[config.mk]
export PLATFORM = sky130hd
export DESIGN_NAME = crc_rx_cdc_fifo
export DESIGN_NICKNAME = d
export VERILOG_FILES = /design/src/rtl/crc_cdc_pkg.sv /design/src/rtl/crc_rx_fifo.sv /design/src/rtl/crc_rx_cdc_fifo.sv
export SDC_FILE = /design/constraint.sdc
export NUM_CORES = 1
export LEC_CHECK = 0
export ABC_AREA = 1
export ABC_CLOCK_PERIOD_IN_PS = 4600
export CORE_MARGIN = 2
export CORE_UTILIZATION = 57
export DETAILED_ROUTE_END_ITERATION = 16
export GPL_ROUTABILITY_DRIVEN = 0
export GPL_TIMING_DRIVEN = 0
export PLACE_DENSITY_LB_ADDON = 0.3
export SKIP_CTS_REPAIR_TIMING = 1
export SLEW_MARGIN = 20
export SYNTH_ARGS = -nofsm -noshare
export SYNTH_HDL_FRONTEND = slang
export SYNTH_SLANG_ARGS = --single-unit
[constraint.sdc]
create_clock -name clk_3 -period 4.6 [get_ports clk_3]
set_input_delay 0.69 -clock clk_3 [delete_from_list [all_inputs] [get_ports clk_3]]
set_output_delay 0.69 -clock clk_3 [all_outputs]
set_load 0.01 [all_outputs]
[src/rtl/crc_cdc_pkg.sv]
`default_nettype none
// ============================================================================
// Package     : crc_cdc_pkg
// Description : Shared constants and types for the CRC result receive path
//               (clk2 -> clk_3 crossing, buffering FIFO, capture FSM).
// Contents    : CRC_DW           - CRC result width
//               CRC_DEPTH        - default receive FIFO depth
//               CRC_SYNC_STAGES  - default toggle synchroniser depth
//               cap_state_e      - capture FSM states (IDLE, WAIT_SPACE)
// Revision    : 1.0 - initial release
// ============================================================================
package crc_cdc_pkg;

  localparam int CRC_DW          = 60;
  localparam int CRC_DEPTH       = 4;
  localparam int CRC_SYNC_STAGES = 2;

  typedef enum logic [0:0] {
    IDLE       = 1'b0,
    WAIT_SPACE = 1'b1
  } cap_state_e;

endpackage : crc_cdc_pkg
`default_nettype wire

[src/rtl/crc_rx_fifo.sv]
`default_nettype none
// ============================================================================
// Module      : crc_rx_fifo
// Description : Receive FIFO for CRC results. Storage, wrapping read/write
//               pointers, separate occupancy counter and the push/pop rules.
//               The head word is held in a register that is loaded with the
//               word that will sit at the read pointer after each edge, so the
//               output is reset to zero while the storage itself is not.
// Ports       : clk_3      in   receiver clock
//               rst_n      in   asynchronous active-low reset
//               push       in   write wdata this cycle (caller checks space)
//               wdata      in   word to write
//               rd_ready   in   downstream accept
//               rd_valid   out  head entry valid (level != 0)
//               head_data  out  head entry
//               level      out  current occupancy
//               space      out  a push can be accepted this cycle
// Revision    : 1.0 - initial release
// ============================================================================
module crc_rx_fifo
  import crc_cdc_pkg::*;
#(
  parameter int DW    = CRC_DW,
  parameter int DEPTH = CRC_DEPTH
) (
  input  logic                         clk_3,
  input  logic                         rst_n,
  input  logic                         push,
  input  logic [DW-1:0]                wdata,
  input  logic                         rd_ready,
  output logic                         rd_valid,
  output logic [DW-1:0]                head_data,
  output logic [$clog2(DEPTH+1)-1:0]   level,
  output logic                         space
);

  localparam int AW = $clog2(DEPTH);
  localparam int LW = $clog2(DEPTH+1);

  logic [DW-1:0] mem_q [DEPTH];

  logic [AW-1:0] wr_ptr_q, wr_ptr_d;
  logic [AW-1:0] rd_ptr_q, rd_ptr_d;
  logic [LW-1:0] level_q, level_d;
  logic [DW-1:0] head_q, head_d;
  logic          pop;

  assign rd_valid  = (level_q != '0);
  assign pop       = rd_valid && rd_ready;
  // A pop frees a slot on the same edge, so a full FIFO can still accept.
  assign space     = (level_q < LW'(DEPTH)) || pop;
  assign level     = level_q;
  assign head_data = head_q;

  always_comb begin
    wr_ptr_d = wr_ptr_q;
    rd_ptr_d = rd_ptr_q;
    level_d  = level_q;
    if (push) begin
      wr_ptr_d = wr_ptr_q + AW'(1);
    end
    if (pop) begin
      rd_ptr_d = rd_ptr_q + AW'(1);
    end
    if (push && !pop) begin
      level_d = level_q + LW'(1);
    end else if (pop && !push) begin
      level_d = level_q - LW'(1);
    end
  end

  // The word being written lands exactly at the next read pointer when the
  // FIFO is (or is about to become) empty; bypass it in that case.
  always_comb begin
    head_d = mem_q[rd_ptr_d];
    if (push && (wr_ptr_q == rd_ptr_d)) begin
      head_d = wdata;
    end
  end

  always_ff @(posedge clk_3 or negedge rst_n) begin
    if (!rst_n) begin
      wr_ptr_q <= '0;
      rd_ptr_q <= '0;
      level_q  <= '0;
      head_q   <= '0;
    end else begin
      wr_ptr_q <= wr_ptr_d;
      rd_ptr_q <= rd_ptr_d;
      level_q  <= level_d;
      head_q   <= head_d;
    end
  end

  // Storage carries no reset; only the pointers and level define contents.
  always_ff @(posedge clk_3) begin
    if (push) begin
      mem_q[wr_ptr_q] <= wdata;
    end
  end

endmodule : crc_rx_fifo
`default_nettype wire

[src/rtl/crc_rx_cdc_fifo.sv]
`default_nettype none
// ============================================================================
// Module      : crc_rx_cdc_fifo
// Description : Receives CRC results from the clk2 domain over a toggle
//               request / toggle acknowledge handshake, buffers them in a FIFO
//               and presents them on a valid/ready interface in clk_3. When
//               the FIFO is full the acknowledge is withheld, so no word is
//               ever dropped.
// Ports       : clk_3       in   receiver clock
//               rst_n       in   asynchronous active-low reset
//               src_data    in   clk2 result, stable while request pending
//               src_toggle  in   clk2 request toggle
//               src_ack     out  acknowledge toggle back to clk2
//               out_valid   out  FIFO head valid
//               out_ready   in   downstream accept
//               out_data    out  FIFO head
//               fifo_level  out  current occupancy
//               stall       out  pending word waiting for FIFO space
// Config      : CRC_RX_ZERO_IDLE_EN - when defined, out_data is forced to
//               zero while out_valid is low; otherwise the stale head shows.
// Revision    : 1.0 - initial release
// ============================================================================
module crc_rx_cdc_fifo
  import crc_cdc_pkg::*;
#(
  parameter int DW          = CRC_DW,
  parameter int DEPTH       = CRC_DEPTH,
  parameter int SYNC_STAGES = CRC_SYNC_STAGES
) (
  input  logic                         clk_3,
  input  logic                         rst_n,
  input  logic [DW-1:0]                src_data,
  input  logic                         src_toggle,
  output logic                         src_ack,
  output logic                         out_valid,
  input  logic                         out_ready,
  output logic [DW-1:0]                out_data,
  output logic [$clog2(DEPTH+1)-1:0]   fifo_level,
  output logic                         stall
);

  logic [SYNC_STAGES-1:0] sync_q, sync_d;
  logic                   sync_tgl;
  logic                   pending;

  cap_state_e state_q, state_d;
  logic       ack_q, ack_d;
  logic       stall_q, stall_d;

  logic          push;
  logic          space;
  logic [DW-1:0] head_data;

  // Plain shift chain; the first stage is the metastability catcher.
  assign sync_d   = {sync_q[SYNC_STAGES-2:0], src_toggle};
  assign sync_tgl = sync_q[SYNC_STAGES-1];
  assign pending  = sync_tgl ^ ack_q;

  always_comb begin
    state_d = state_q;
    ack_d   = ack_q;
    stall_d = stall_q;
    push    = 1'b0;
    case (state_q)
      IDLE: begin
        if (pending) begin
          if (space) begin
            push  = 1'b1;
            ack_d = sync_tgl;
          end else begin
            state_d = WAIT_SPACE;
            stall_d = 1'b1;
          end
        end
      end
      WAIT_SPACE: begin
        // The request cannot be withdrawn, so only space matters here.
        if (space) begin
          push    = 1'b1;
          ack_d   = ~ack_q;
          stall_d = 1'b0;
          state_d = IDLE;
        end
      end
      default: begin
        state_d = IDLE;
        stall_d = 1'b0;
      end
    endcase
  end

  always_ff @(posedge clk_3 or negedge rst_n) begin
    if (!rst_n) begin
      sync_q  <= '0;
      state_q <= IDLE;
      ack_q   <= 1'b0;
      stall_q <= 1'b0;
    end else begin
      sync_q  <= sync_d;
      state_q <= state_d;
      ack_q   <= ack_d;
      stall_q <= stall_d;
    end
  end

  crc_rx_fifo #(
    .DW    (DW),
    .DEPTH (DEPTH)
  ) u_fifo (
    .clk_3     (clk_3),
    .rst_n     (rst_n),
    .push      (push),
    .wdata     (src_data),
    .rd_ready  (out_ready),
    .rd_valid  (out_valid),
    .head_data (head_data),
    .level     (fifo_level),
    .space     (space)
  );

  assign src_ack = ack_q;
  assign stall   = stall_q;

`ifdef CRC_RX_ZERO_IDLE_EN
  assign out_data = out_valid ? head_data : '0;
`else
  assign out_data = head_data;
`endif

endmodule : crc_rx_cdc_fifo
`default_nettype wire

==> results of run 1 <==
[cell usage in the layout (no fill, tap or decap), types with 2 or more instances in the layout]
master and count:
sky130_fd_sc_hd__dfrtp_1 72, sky130_fd_sc_hd__clkbuf_8 2, sky130_fd_sc_hd__clkinv_2 5, sky130_fd_sc_hd__nand3_1 245, sky130_fd_sc_hd__bufinv_16 2, sky130_fd_sc_hd__nand2_2 6
sky130_fd_sc_hd__xnor2_1 2, sky130_fd_sc_hd__o21ai_0 2, sky130_fd_sc_hd__ha_1 7, sky130_fd_sc_hd__inv_2 4, sky130_fd_sc_hd__buf_16 10, sky130_fd_sc_hd__clkdlybuf4s50_1 128
sky130_fd_sc_hd__clkbuf_1 19, sky130_fd_sc_hd__nor2_4 4, sky130_fd_sc_hd__clkinv_1 2, sky130_fd_sc_hd__inv_1 254, sky130_fd_sc_hd__nor2_1 6, sky130_fd_sc_hd__buf_6 6
sky130_fd_sc_hd__buf_12 3, sky130_fd_sc_hd__nand2_1 310, sky130_fd_sc_hd__edfxtp_1 240, sky130_fd_sc_hd__nand4_1 60, sky130_fd_sc_hd__nand2_4 2, sky130_fd_sc_hd__buf_4 11
sky130_fd_sc_hd__xor2_1 2, sky130_fd_sc_hd__buf_2 54, sky130_fd_sc_hd__clkbuf_16 31
[Yosys cell counts (all sizes together)]
| library cell | count | area share [%] |
|---|---|---|
| mux2 | 1 | 0.084 |
| nor2 | 11 | 0.33 |
| edfxtp | 240 | 53 |
| xor2 | 2 | 0.13 |
| ha | 7 | 0.65 |
| o21ai | 2 | 0.074 |
| o22ai | 1 | 0.046 |
| fa | 1 | 0.15 |
| xnor2 | 2 | 0.13 |
| dfrtp | 72 | 13 |
| nand3 | 246 | 9.2 |
| nand2 | 318 | 9.1 |
| inv | 258 | 7.2 |
| clkbuf | 5 | 0.14 |
| buf | 70 | 3.1 |
| nand4 | 60 | 2.8 |
| o22a | 1 | 0.065 |
[critical path: cells and delay by family]
kind / cells / cell delay (ns)
muxes: 1 / 0.28
and+or+nand+nor: 2 / 0.68
adders and majority gates: 2 / 0.64
buffers and inverters: 5 / 1.20
[cell type report]
class / count / share of cell area (%)
sequential: 312 / 54.7
buffer: 75 / 2.62
clock inverter: 9 / 0.562
tap: 319 / 2.42
multi-input combinational: 652 / 18.8
clock buffer: 47 / 5.19
timing repair buffer: 142 / 9.86
inverter: 258 / 5.88
[routing by layer]
metal | wire length [microns] | track usage [%]
met5 | 0 | 0
met4 | 669 | 8.40
met3 | 3040 | 3.72
met2 | 16500 | 46.0
met1 | 12400 | 34.6
[cells by family (layout without fill, tap and decap cells)]
logic type               Yosys count  in the layout
AND/OR/NAND/NOR                  635            635
buffers and inverters            333            531
flip-flops                       312            312
adder cells (fa/ha/maj)            8              8
AO/OA/AOI/OAI                      4              4
XOR/XNOR                           4              4
multiplexers                       1              1
[registers in the layout, summed over array words and instances, names as in the netlist]
register          cells
u_fifo.rd_ptr_q       2
src_ack               1
sync_q                2
u_fifo.mem_q        240
state_q               1
u_fifo.wr_ptr_q       2
stall                 1
u_fifo.level          3
u_fifo.head_data     60
[per-stage QoR]
step                setup WS, ns  hold WS, ns  utilization [%]
detailed placement         0.967        0.335             66.5
global placement           -2.24        0.335             65.0
global route                1.40        0.126             70.6
finish                      1.53       0.0913             70.6
CTS                         1.51       0.0948             70.6
floorplan                  0.655        0.331                -
[final timing paths]
check                      cells past startpoint                    to  slack [ns]
max in group asynchronous                      2  u_fifo.head_data[24]        3.91
setup / recovery                              10       u_fifo.level[1]        1.53
hold / removal                                 1  u_fifo.head_data[45]        0.09
hold reg to reg                                0             sync_q[1]        0.35
setup reg to reg                              10       u_fifo.level[1]        1.76
min in group clk_3                             0             sync_q[1]        0.35
[power by group through the flow]
| stage | clock network [mW] | registers (mW) | logic [mW] |
|---|---|---|---|
| after floorplan | 0 | 4.46 | 2.97 |
| after global placement | 0 | 4.38 | 4.95 |
| after detailed placement | 0 | 4.29 | 5.34 |
| after CTS | 2.43 | 4.25 | 5.40 |
| after global routing | 2.54 | 4.31 | 5.92 |
| final | 2.41 | 4.25 | 5.40 |
==> PnR_summary.wiki, run 1 <==
{| class="wikitable"
! Metric !! Value
|-
| Outcome || completed
|-
| Cell at the slowest stage of the critical path || sky130_fd_sc_hd__clkdlybuf4s50_1
|-
| Critical Path AT || 3.50 ns
|-
| Die Area || 24900 sq um
|-
| Site Rows || 56
|-
| Share of synthesized cell area in and, or, nand and nor gates || 21.4%
|-
| Final period demand of the worst path || 3.07 ns
|-
| Register bit total from synthesis || 312
|-
| DRC marker count from the first detailed-route iteration || 911
|-
| Distinct cell type count of the synthesized netlist || 24
|-
| RSZ-0062 raised after global routing || false
|-
| Count of final max-slew check failures || 0
|-
| Required time at the endpoint of the critical path || 5.03 ns
|-
| Critical Path Sink Type || flip-flop
|-
| Synth Net Count || 1369
|-
| Cell mode on critical path || sky130_fd_sc_hd__inv_1
|-
| Number of nets with antenna violations after detailed routing || 0
|-
| Mux cell area share after synthesis || 0.0836%
|-
| Multi-input combinational cell area || 3100 sq um
|-
| Sequential cell area in the final layout || 9010 sq um
|-
| Setup Crit Path Kind || primary input to flip-flop
|-
| Vias per cell || 5.44
|-
| First-pass GRT wire length || 50600 microns
|-
| Clock transition at the registers of the reported paths || 0.06 ns
|-
| Proportion of synthesized chip area in sequential cells || 66.9%
|-
| Count of non-filler cells in the finished layout || 1814
|-
| Switching share of power || 39.1%
|-
| Clock tree from TritonCTS || yes
|-
| CTS max path bufs || 3
|-
| Vertical die dimension || 158 microns
|-
| Adder-cell share of the synthesized area || 0.799%
|-
| Static Leakage || 7.48 nW
|-
| Die width || 158 microns
|-
| DRC violations left || 0
|-
| Total routing usage reported by global routing || 26.5%
|-
| # IOs || 130
|-
| Insertion delay to the later sink of the worst-skew pair || 0.56 ns
|-
| Max incr delay on CP || 0.48 ns
|-
| Buffers on Ports || 129
|-
| Overall via count from detail_route || 9867
|-
| Number of instances in the synthesized netlist || 1297
|-
| Antenna cells || 0
|-
| Combined area of all synthesized cells || 13500 sq um
|-
| Critical path launch point || out_ready
|-
| Maximum operating frequency || 326 MHz
|-
| Worst flop-to-flop path startpoint || u_fifo.level[2]
|-
| Compound-gate portion of the synthesized area || 0.186%
|-
| Final std cell area, no fill || 16500 sq um
|-
| First-pass iteration count of the detailed router || 5
|-
| Number of global-route vias before repair || 9781
|-
| Share of cells above drive strength 1 || 9.57%
|-
| Final worst path period share || 66.7%
|-
| Total clock buffers created by CTS || 31
|-
| Wire length per cell after detailed routing || 18.0 microns
|-
| Worst hold-check path type || primary input to asynchronous set/reset pin
|-
| Final Setup Violations || 0
|-
| Final worst clock skew || 0.0124 ns
|-
| Maximum level of the CTS H-tree || 1
|-
| Placed standard-cell area || 15500 sq um
|-
| Max Cap Violations || 0
|-
| Number of antenna violations at the first check in global routing || 0
|-
| Hold Vio Cnt, Final || 0
|-
| Crit start category || primary input
|-
| YS warnings || 0
|-
| Internal power summed over all cells || 7.35 mW
|-
| Xor and xnor area share after synthesis || 0.260%
|-
| Half-perimeter wire length of the detailed placement result || 20300 microns
|-
| PnR Total Power || 12.1 mW
|-
| Fillcell total || 1654
|-
| Number of sinks handled by clock tree synthesis || 312
|-
| Setup tns final || 0 ns
|-
| Post-synthesis to final-layout area growth || 22.3%
|-
| Avg Cell Area, Syn || 10.4 sq um
|-
| Power density over the cells || 732 nW/um^2
|-
| Combinational family with the most area after synthesis || simple AND/OR/NAND/NOR gates
|-
| Initial Util || 57.7%
|-
| Max-slew headroom || 57.3%
|-
| Critical path, cell by cell || clkdlybuf4s50_1 -> nor2_1 -> inv_1 -> nand2_1 -> inv_2 -> buf_2 -> ha_1 -> inv_1 -> fa_1 -> mux2_2
|-
| Post-Route WL || 32600 microns
|-
| Net switching power || 4.71 mW
|-
| Post-Place Cells || 1758
|-
| Clock tree root buffer cell || sky130_fd_sc_hd__clkbuf_16
|-
| Combinational group share of total power || 44.8%
|-
| VDD IR max || 0.394 mV
|-
| Leftover overflow at the end of global routing || 0
|-
| NumNets Final || 1544
|-
| Floorplan core area || 23300 sq um
|-
| Transition time at the pin with the least slew margin || 0.639 ns
|-
| Maximum fanout along the worst path || 10
|-
| Pin count of the biggest net entering global routing || 39
|-
| Relative contribution of the clock network to total power || 20.0%
|-
| Part of the power in registers || 35.2%
|}
(Power assumes the default switching activity.)
==> run 2, diff against run 1 <==
ABC_CLOCK_PERIOD_IN_PS = 2780   (was 4600)
CORE_UTILIZATION = 52   (was 57)
clock period = 2.78 ns   (was 4.6 ns; I/O delays follow)
==> run 2 against run 1 <==
  * Non-clock buffer count fell by 1
  * Sequential share of layout area fell by 0.22 points
  * Critical path depth fell by 1
  * Sequential cell count did not move
  * Combinational power rose by 64%
  * Sequential power rose by 65%
  * Global-route usage fell by 2.5 points
  * Die area rose by 9.4%
  * Register-to-register slack got worse by 1.7 ns
  * Highest routed layer unchanged
==> PnR_summary.wiki, run 2 (synthesis results as in run 1) <==
{| class="wikitable"
! Metric !! Value
|-
| Highest-count cells in the layout ignoring fill and taps || sky130_fd_sc_hd__nand2_1 (309), sky130_fd_sc_hd__inv_1 (254), sky130_fd_sc_hd__nand3_1 (245) (was sky130_fd_sc_hd__nand2_1 (310), sky130_fd_sc_hd__inv_1 (254), sky130_fd_sc_hd__nand3_1 (245))
|-
| Vertical die dimension || 165 microns (was 158 microns)
|-
| Post-Route WL || 32400 microns (was 32600 microns)
|-
| Maximum operating frequency || 365 MHz
|-
| Fillcell total || 1893 (was 1654)
|-
| Number of antenna violations at the first check in global routing || 1 (was 0)
|-
| Cell at the slowest stage of the critical path || sky130_fd_sc_hd__dfrtp_1 (was sky130_fd_sc_hd__clkdlybuf4s50_1)
|-
| # IOs || 130 (unchanged)
|-
| NumNets Final || 1543 (was 1544)
|-
| Power density over the cells || 1220 nW/um^2 (was 732 nW/um^2)
|-
| Net switching power || 7.80 mW (was 4.71 mW)
|-
| Critical Path Sink Type || flip-flop (unchanged)
|-
| First-pass GRT wire length || 50000 microns (was 50600 microns)
|-
| Final period demand of the worst path || 2.74 ns
|-
| Kind of cell with the highest combined delay on the critical path || adder cells (was buffers and inverters)
|-
| Worst reg-to-reg path cell count || 9 (was 10)
|-
| Static Leakage || 7.51 nW (was 7.48 nW)
|-
| Post-synthesis to final-layout area growth || 22.8% (was 22.3%)
|-
| Capturing point of the worst reg2reg path || u_fifo.level[1] (unchanged)
|-
| Clock transition at the registers of the reported paths || 0.06 ns (about the same)
|-
| Setup Crit Path Kind || flip-flop to flip-flop (was primary input to flip-flop)
|-
| Combined buffer and inverter count along the critical path || 3 (was 5)
|-
| Max Cap Violations || 0 (unchanged)
|-
| First-pass iteration count of the detailed router || 7 (was 5)
|-
| Clock tree root buffer cell || sky130_fd_sc_hd__clkbuf_16 (unchanged)
|-
| Combinational group share of total power || 43.7% (was 44.8%)
|-
| VDD IR max || 0.670 mV (was 0.394 mV)
|-
| Total routing usage reported by global routing || 24.0% (was 26.5%)
|-
| Insertion delay to the later sink of the worst-skew pair || 0.57 ns (was 0.56 ns)
|-
| Relative contribution of the clock network to total power || 21.5% (was 20.0%)
|-
| Critical path, cell by cell || xnor2_1 -> nand2_1 -> nand2_2 -> inv_2 -> buf_2 -> ha_1 -> inv_1 -> fa_1 -> mux2_2 (was clkdlybuf4s50_1 -> nor2_1 -> inv_1 -> nand2_1 -> inv_2 -> buf_2 -> ha_1 -> inv_1 -> fa_1 -> mux2_2)
|-
| Required time at the endpoint of the critical path || 3.23 ns (was 5.03 ns)
|-
| Critical Path AT || 3.19 ns (was 3.50 ns)
|-
| Most frequent standard cell in the layout excluding fill and tap cells || sky130_fd_sc_hd__nand2_1 (unchanged)
|-
| Transition time at the pin with the least slew margin || 0.730 ns (was 0.639 ns)
|-
| M2 GR Usage || 41.9% (was 46.0%)
|-
| Final worst clock skew || 0.0147 ns (was 0.0124 ns)
|-
| Total clock buffers created by CTS || 31 (unchanged)
|-
| Flop-to-flop setup slack || 0.04 ns (was 1.76 ns)
|-
| Buffers on Ports || 129 (unchanged)
|-
| Leftover overflow at the end of global routing || 0 (unchanged)
|-
| Half-perimeter wire length of the detailed placement result || 20300 microns (about the same)
|-
| Clock tree from TritonCTS || yes (unchanged)
|-
| Overall via count from detail_route || 9695 (was 9867)
|-
| Initial Util || 53.2% (was 57.7%)
|-
| Worst flop-to-flop path startpoint || src_ack (was u_fifo.level[2])
|-
| Hold Path Cell Cnt || 1
|-
| Share of cells above drive strength 1 || 9.97% (was 9.57%)
|-
| Final worst path period share || 98.6%
|-
| Maximum level of the CTS H-tree || 1 (unchanged)
|-
| PnR Total Power || 20.2 mW (was 12.1 mW)
|-
| Part of the power in registers || 34.7% (was 35.2%)
|-
| DRC marker count from the first detailed-route iteration || 907 (was 911)
|-
| Hold path startpoint || src_toggle
|-
| Count of final max-slew check failures || 0 (unchanged)
|-
| Final Setup Violations || 0 (unchanged)
|-
| Vias per cell || 5.31 (was 5.44)
|-
| Crit start category || flip-flop (was primary input)
|-
| Global route hottest layer || met2 (unchanged)
|-
| Switching share of power || 38.6% (was 39.1%)
|-
| DRC violations left || 0 (unchanged)
|-
| Number of global-route vias before repair || 9730 (was 9781)
|-
| Die width || 165 microns (was 158 microns)
|-
| Met1 routing resource usage after global routing || 30.6% (was 34.6%)
|-
| Worst Hold Endpoint || sync_q[0]
|-
| Number of sinks handled by clock tree synthesis || 312 (unchanged)
|-
| Global routing met3 resource utilization || 3.87% (was 3.72%)
|-
| Max incr delay on CP || 0.42 ns (was 0.48 ns)
|-
| Internal power summed over all cells || 12.4 mW (was 7.35 mW)
|-
| Final standard cell utilization of the core || 65.3% (was 70.6%)
|-
| Die Area || 27200 sq um (was 24900 sq um)
|-
| Outcome || completed (unchanged)
|-
| Max-slew headroom || 51.2% (was 57.3%)
|-
| CTS max path bufs || 3 (unchanged)
|-
| Worst hold-check path type || primary input to flip-flop (was primary input to asynchronous set/reset pin)
|-
| Wire length per cell after detailed routing || 17.7 microns (was 18.0 microns)
|-
| Floorplan core area || 25300 sq um (was 23300 sq um)
|-
| Maximum fanout along the worst path || 10 (unchanged)
|-
| Largest register by flop count || u_fifo.mem_q (unchanged)
|-
| Pin count of the biggest net entering global routing || 42 (was 39)
|-
| Hold Vio Cnt, Final || 0 (unchanged)
|-
| Number of nets with antenna violations after detailed routing || 0 (unchanged)
|-
| Site Rows || 58 (was 56)
|-
| Largest register FFs || 240 (unchanged)
|}
==> run 2: layout make-up <==
cell class | count | area [sq um] | share of cell area, %
sequential | 312 | 9010 | 54.5
multi-input combinational | 652 | 3100 | 18.7
timing repair buffer | 141 | 1560 | 9.41
inverter | 258 | 968 | 5.85
clock buffer | 43 | 861 | 5.20
buffer | 75 | 432 | 2.61
tap | 330 | 413 | 2.50
clock inverter | 14 | 203 | 1.23
antenna | 1 | 2.50 | 0.0151
==> run 2: metrics by stage <==
stage | setup TNS [ns] | hold slack [ns] | setup WS [ns] | instances | cell area [sq um]
global route | -0.0193 | 0.307 | -0.0193 | 1825 | 16500
global placement | -561.85 | 0.338 | -1.93 | 1756 | 15200
floorplan | -12.77 | 0.121 | -0.0532 | 1297 | 13500
detailed placement | -2.13 | 0.343 | -0.512 | 1767 | 15500
CTS | -0.101 | -0.184 | -0.0782 | 1824 | 16500
finish | 0 | 0.314 | 0.0394 | 1826 | 16500
==> run 2: how the worst max path moves through the flow <==
stage	cells after the start	from	to	slack, ns
after global routing	9	src_ack	u_fifo.level[1]	-0.02
after detailed placement	10	out_ready	u_fifo.level[1]	-0.51
after floorplan	4	src_ack	u_fifo.mem_q[0][0]	-0.05
after CTS	9	src_ack	u_fifo.level[1]	-0.08
final	9	src_ack	u_fifo.level[1]	0.04
after global placement	5	out_ready	u_fifo.mem_q[0][36]	-1.93
==> run 2: power groups by stage <==
stage	combinational, mW	clock (mW)	sequential [mW]
4_1_cts	8.81	4.39	7.02
2_1_floorplan	4.93	0	7.34
6_report	8.83	4.34	7.02
3_3_place_gp	8.23	0	7.17
5_1_grt	9.74	4.57	7.12
3_5_place_dp	8.72	0	7.11
==> run 2: metal layers <==
metal,up-vias,routed length (microns)
li1,4582,-
met1,4591,12800
met2,449,16100
met3,73,2670
met4,0,735
met5,-,0
==> run 3, diff against run 2 <==
CAP_MARGIN = 25   (was default)
PLACE_DENSITY_LB_ADDON = 0.1   (was 0.3)
SKIP_CTS_REPAIR_TIMING = default   (was 1)
==> run 3 against run 2 <==
  * Via count decreased by 0.51%
  * Design area rose by 1.1%
  * Global-route usage increased by 0.62 points
  * Non-clock buffer count increased by 3
  * Clock skew up 0.0056 ns
  * Wire length up 0.78%
  * Count of clock-buffer cells in the layout up 6
  * Maximum frequency rose by 6.5%
  * Register-to-register slack gained 0.17 ns
  * First-iteration DRC count fell by 21%
  * Clock power up 5.5%
  * Critical path type unchanged
  * Critical endpoint unchanged
  * Largest cell class unchanged
  * Largest power group unchanged
==> PnR_summary.wiki, run 3 (synthesis results as in run 1) <==
{| class="wikitable"
! Metric !! Value
|-
| Vertical die dimension || 165 microns (unchanged)
|-
| Die Area || 27200 sq um (unchanged)
|-
| Most frequent standard cell in the layout excluding fill and tap cells || sky130_fd_sc_hd__nand2_1 (unchanged)
|-
| Required time at the endpoint of the critical path || 3.16 ns (was 3.23 ns)
|-
| Power density over the cells || 1230 nW/um^2 (was 1220 nW/um^2)
|-
| Critical Path AT || 2.96 ns (was 3.19 ns)
|-
| First-pass iteration count of the detailed router || 7 (unchanged)
|-
| Buffers on Ports || 129 (unchanged)
|-
| Worst Hold Endpoint || sync_q[1] (was sync_q[0])
|-
| Overall via count from detail_route || 9646 (was 9695)
|-
| First-pass GRT wire length || 50600 microns (was 50000 microns)
|-
| Initial Util || 53.2% (unchanged)
|-
| Post-CTS Setup Inserts || 0
|-
| Post-Place Cells || 1770 (was 1767)
|-
| Outcome || completed (unchanged)
|-
| Leftover overflow at the end of global routing || 0 (unchanged)
|-
| Worst reg-to-reg path cell count || 9 (unchanged)
|-
| Pin count of the biggest net entering global routing || 38 (was 42)
|-
| DRC marker count from the first detailed-route iteration || 717 (was 907)
|-
| Final Setup Violations || 0 (unchanged)
|-
| Largest register by flop count || u_fifo.mem_q (unchanged)
|-
| Global route hottest layer || met2 (unchanged)
|-
| Total clock buffers created by CTS || 35 (was 31)
|-
| Highest-count cells in the layout ignoring fill and taps || sky130_fd_sc_hd__nand2_1 (309), sky130_fd_sc_hd__inv_1 (254), sky130_fd_sc_hd__nand3_1 (245) (unchanged)
|-
| Worst hold margin || 0.342 ns (was 0.314 ns)
|-
| Number of nets with antenna violations after detailed routing || 0 (unchanged)
|-
| Half-perimeter wire length of the detailed placement result || 20400 microns (was 20300 microns)
|-
| Max Cap Violations || 0 (unchanged)
|-
| Worst flop-to-flop path startpoint || src_ack (unchanged)
|-
| Maximum operating frequency || 389 MHz (was 365 MHz)
|-
| DRC violations left || 0 (unchanged)
|-
| Count of final max-slew check failures || 0 (unchanged)
|-
| Setup tns final || 0 ns (unchanged)
|-
| RSZ-0062 raised after global routing || false
|-
| Floorplan core area || 25300 sq um (unchanged)
|-
| Die width || 165 microns (unchanged)
|-
| Final period demand of the worst path || 2.57 ns (was 2.74 ns)
|-
| Maximum level of the CTS H-tree || 2 (was 1)
|-
| Site Rows || 58 (unchanged)
|-
| Max-slew headroom || 54.9% (was 51.2%)
|-
| Placed standard-cell area || 15600 sq um (was 15500 sq um)
|-
| Final worst clock skew || 0.0203 ns (was 0.0147 ns)
|-
| Largest register FFs || 240 (unchanged)
|-
| Crit start category || flip-flop (unchanged)
|-
| Worst hold-check path type || flip-flop to flip-flop (was primary input to flip-flop)
|-
| Hold Path Cell Cnt || 0 (was 1)
|-
| NumNets Final || 1550 (was 1543)
|-
| Count of non-filler cells in the finished layout || 1835 (was 1826)
|-
| Post-synthesis to final-layout area growth || 24.1% (was 22.8%)
|-
| Number of global-route vias before repair || 9632 (was 9730)
|-
| Hold path startpoint || sync_q[0] (was src_toggle)
|-
| Final std cell area, no fill || 16700 sq um (was 16500 sq um)
|-
| Post-Route WL || 32600 microns (was 32400 microns)
|-
| Number of antenna violations at the first check in global routing || 0 (was 1)
|-
| Antenna cells || 0 (was 1)
|-
| Share of cells above drive strength 1 || 10.4% (was 9.97%)
|-
| # IOs || 130 (unchanged)
|-
| Setup Crit Path Kind || flip-flop to flip-flop (unchanged)
|-
| Flop-to-flop setup slack || 0.21 ns (was 0.04 ns)
|-
| Met1 routing resource usage after global routing || 32.1% (was 30.6%)
|-
| Static Leakage || 7.59 nW (was 7.51 nW)
|-
| Maximum fanout along the worst path || 10 (unchanged)
|-
| Vias per cell || 5.26 (was 5.31)
|-
| Wire length per cell after detailed routing || 17.8 microns (was 17.7 microns)
|-
| Capturing point of the worst reg2reg path || u_fifo.level[1] (unchanged)
|-
| Global routing met3 resource utilization || 3.62% (was 3.87%)
|-
| Clock tree root buffer cell || sky130_fd_sc_hd__clkbuf_16 (unchanged)
|-
| VDD IR max || 0.604 mV (was 0.670 mV)
|-
| Critical Path Sink Type || flip-flop (unchanged)
|-
| Total routing usage reported by global routing || 24.6% (was 24.0%)
|-
| Hold Vio Cnt, Final || 0 (unchanged)
|-
| Insertion delay to the later sink of the worst-skew pair || 0.51 ns (was 0.57 ns)
|-
| CTS max path bufs || 3 (unchanged)
|-
| Transition time at the pin with the least slew margin || 0.676 ns (was 0.730 ns)
|-
| Final worst path period share || 92.5% (was 98.6%)
|-
| M2 GR Usage || 42.6% (was 41.9%)
|-
| Clock transition at the registers of the reported paths || 0.06 ns (about the same)
|-
| Number of sinks handled by clock tree synthesis || 312 (unchanged)
|-
| Clock tree from TritonCTS || yes (unchanged)
|}
## run 3: cell count changes in the layout (fill, tap and decap cells not counted)
| cell | delta |
|---|---|
| sky130_fd_sc_hd__buf_12 | -2 |
| sky130_fd_sc_hd__buf_16 | +5 |
| sky130_fd_sc_hd__bufinv_16 | -1 |
| sky130_fd_sc_hd__clkbuf_1 | +4 |
| sky130_fd_sc_hd__clkbuf_16 | +4 |
| sky130_fd_sc_hd__clkbuf_8 | -2 |
| sky130_fd_sc_hd__clkinv_1 | -1 |
| sky130_fd_sc_hd__clkinv_2 | +1 |
| sky130_fd_sc_hd__diode_2 | -1 |
| sky130_fd_sc_hd__inv_2 | -1 |
| sky130_fd_sc_hd__inv_4 | +1 |
| sky130_fd_sc_hd__inv_6 | +2 |
| sky130_fd_sc_hd__nor2_1 | -1 |
| sky130_fd_sc_hd__nor2_2 | +1 |
## run 3: how the worst max path moves through the flow
stage	cells after the start	startpoint	to	slack (ns)
2_1_floorplan	4	src_ack	u_fifo.mem_q[0][0]	-0.05
3_3_place_gp	5	out_ready	u_fifo.mem_q[0][35]	-2.05
3_5_place_dp	10	out_ready	u_fifo.level[1]	-0.63
4_1_cts	10	out_ready	u_fifo.level[1]	0.08
5_1_grt	12	src_ack	u_fifo.level[2]	0.08
6_report	9	src_ack	u_fifo.level[1]	0.21
## run 3: timing repair
| action | 4_1_cts | 5_1_grt |
|---|---|---|
| hold endpoints to repair | 36 | 0 |
| endpoints found under the setup margin | 2 | 2 |
| resized for setup | 1 | 3 |
| hold buffers | 1 | 0 |
| pin swaps | 0 | 0 |
## run 3: worst max-delay path: stages, from the launching register on
cell                      delay (ns)
sky130_fd_sc_hd__dfrtp_1        0.41
sky130_fd_sc_hd__xnor2_1        0.21
sky130_fd_sc_hd__nand2_1        0.12
sky130_fd_sc_hd__nand2_2        0.28
sky130_fd_sc_hd__inv_4          0.16
sky130_fd_sc_hd__buf_2          0.24
sky130_fd_sc_hd__ha_1           0.22
sky130_fd_sc_hd__inv_1          0.11
sky130_fd_sc_hd__fa_1           0.42
sky130_fd_sc_hd__mux2_2         0.27
## run 3: cell type report
type / count / area, sq um
Sequential cell: 312 / 9010
Timing Repair Buffer: 144 / 1650
Fill cell: 1996 / 8610
Multi-Input combinational cell: 652 / 3100
Clock buffer: 49 / 948
Buffer: 75 / 432
Clock inverter: 15 / 191
Inverter: 258 / 971
Tap cell: 330 / 413
## run 3: per-stage QoR
stage | utilization, % | total power [mW] | setup WS, ns
after CTS | 66.0 | 20.6 | 0.0840
after global routing | 66.0 | 21.8 | 0.0782
final | 66.0 | 20.5 | 0.208
after floorplan | - | 12.3 | -0.0532
after global placement | 60.0 | 15.5 | -2.05
after detailed placement | 61.4 | 16.0 | -0.632
## run 3: layer usage
metal / vias to the layer above / share of wire, %
li1: 4600 / -
met1: 4619 / 42
met2: 363 / 50
met3: 64 / 6.0
met4: 0 / 2.2
met5: - / 0
## run 3: power by group
part	leakage, nW	switching (mW)	total, mW	internal [mW]
Clock	0.556	1.81	4.58	2.78
Sequential	3.05	0.385	7.02	6.63
Combinational	3.98	5.67	8.94	3.27
Total	7.59	7.86	20.5	12.7
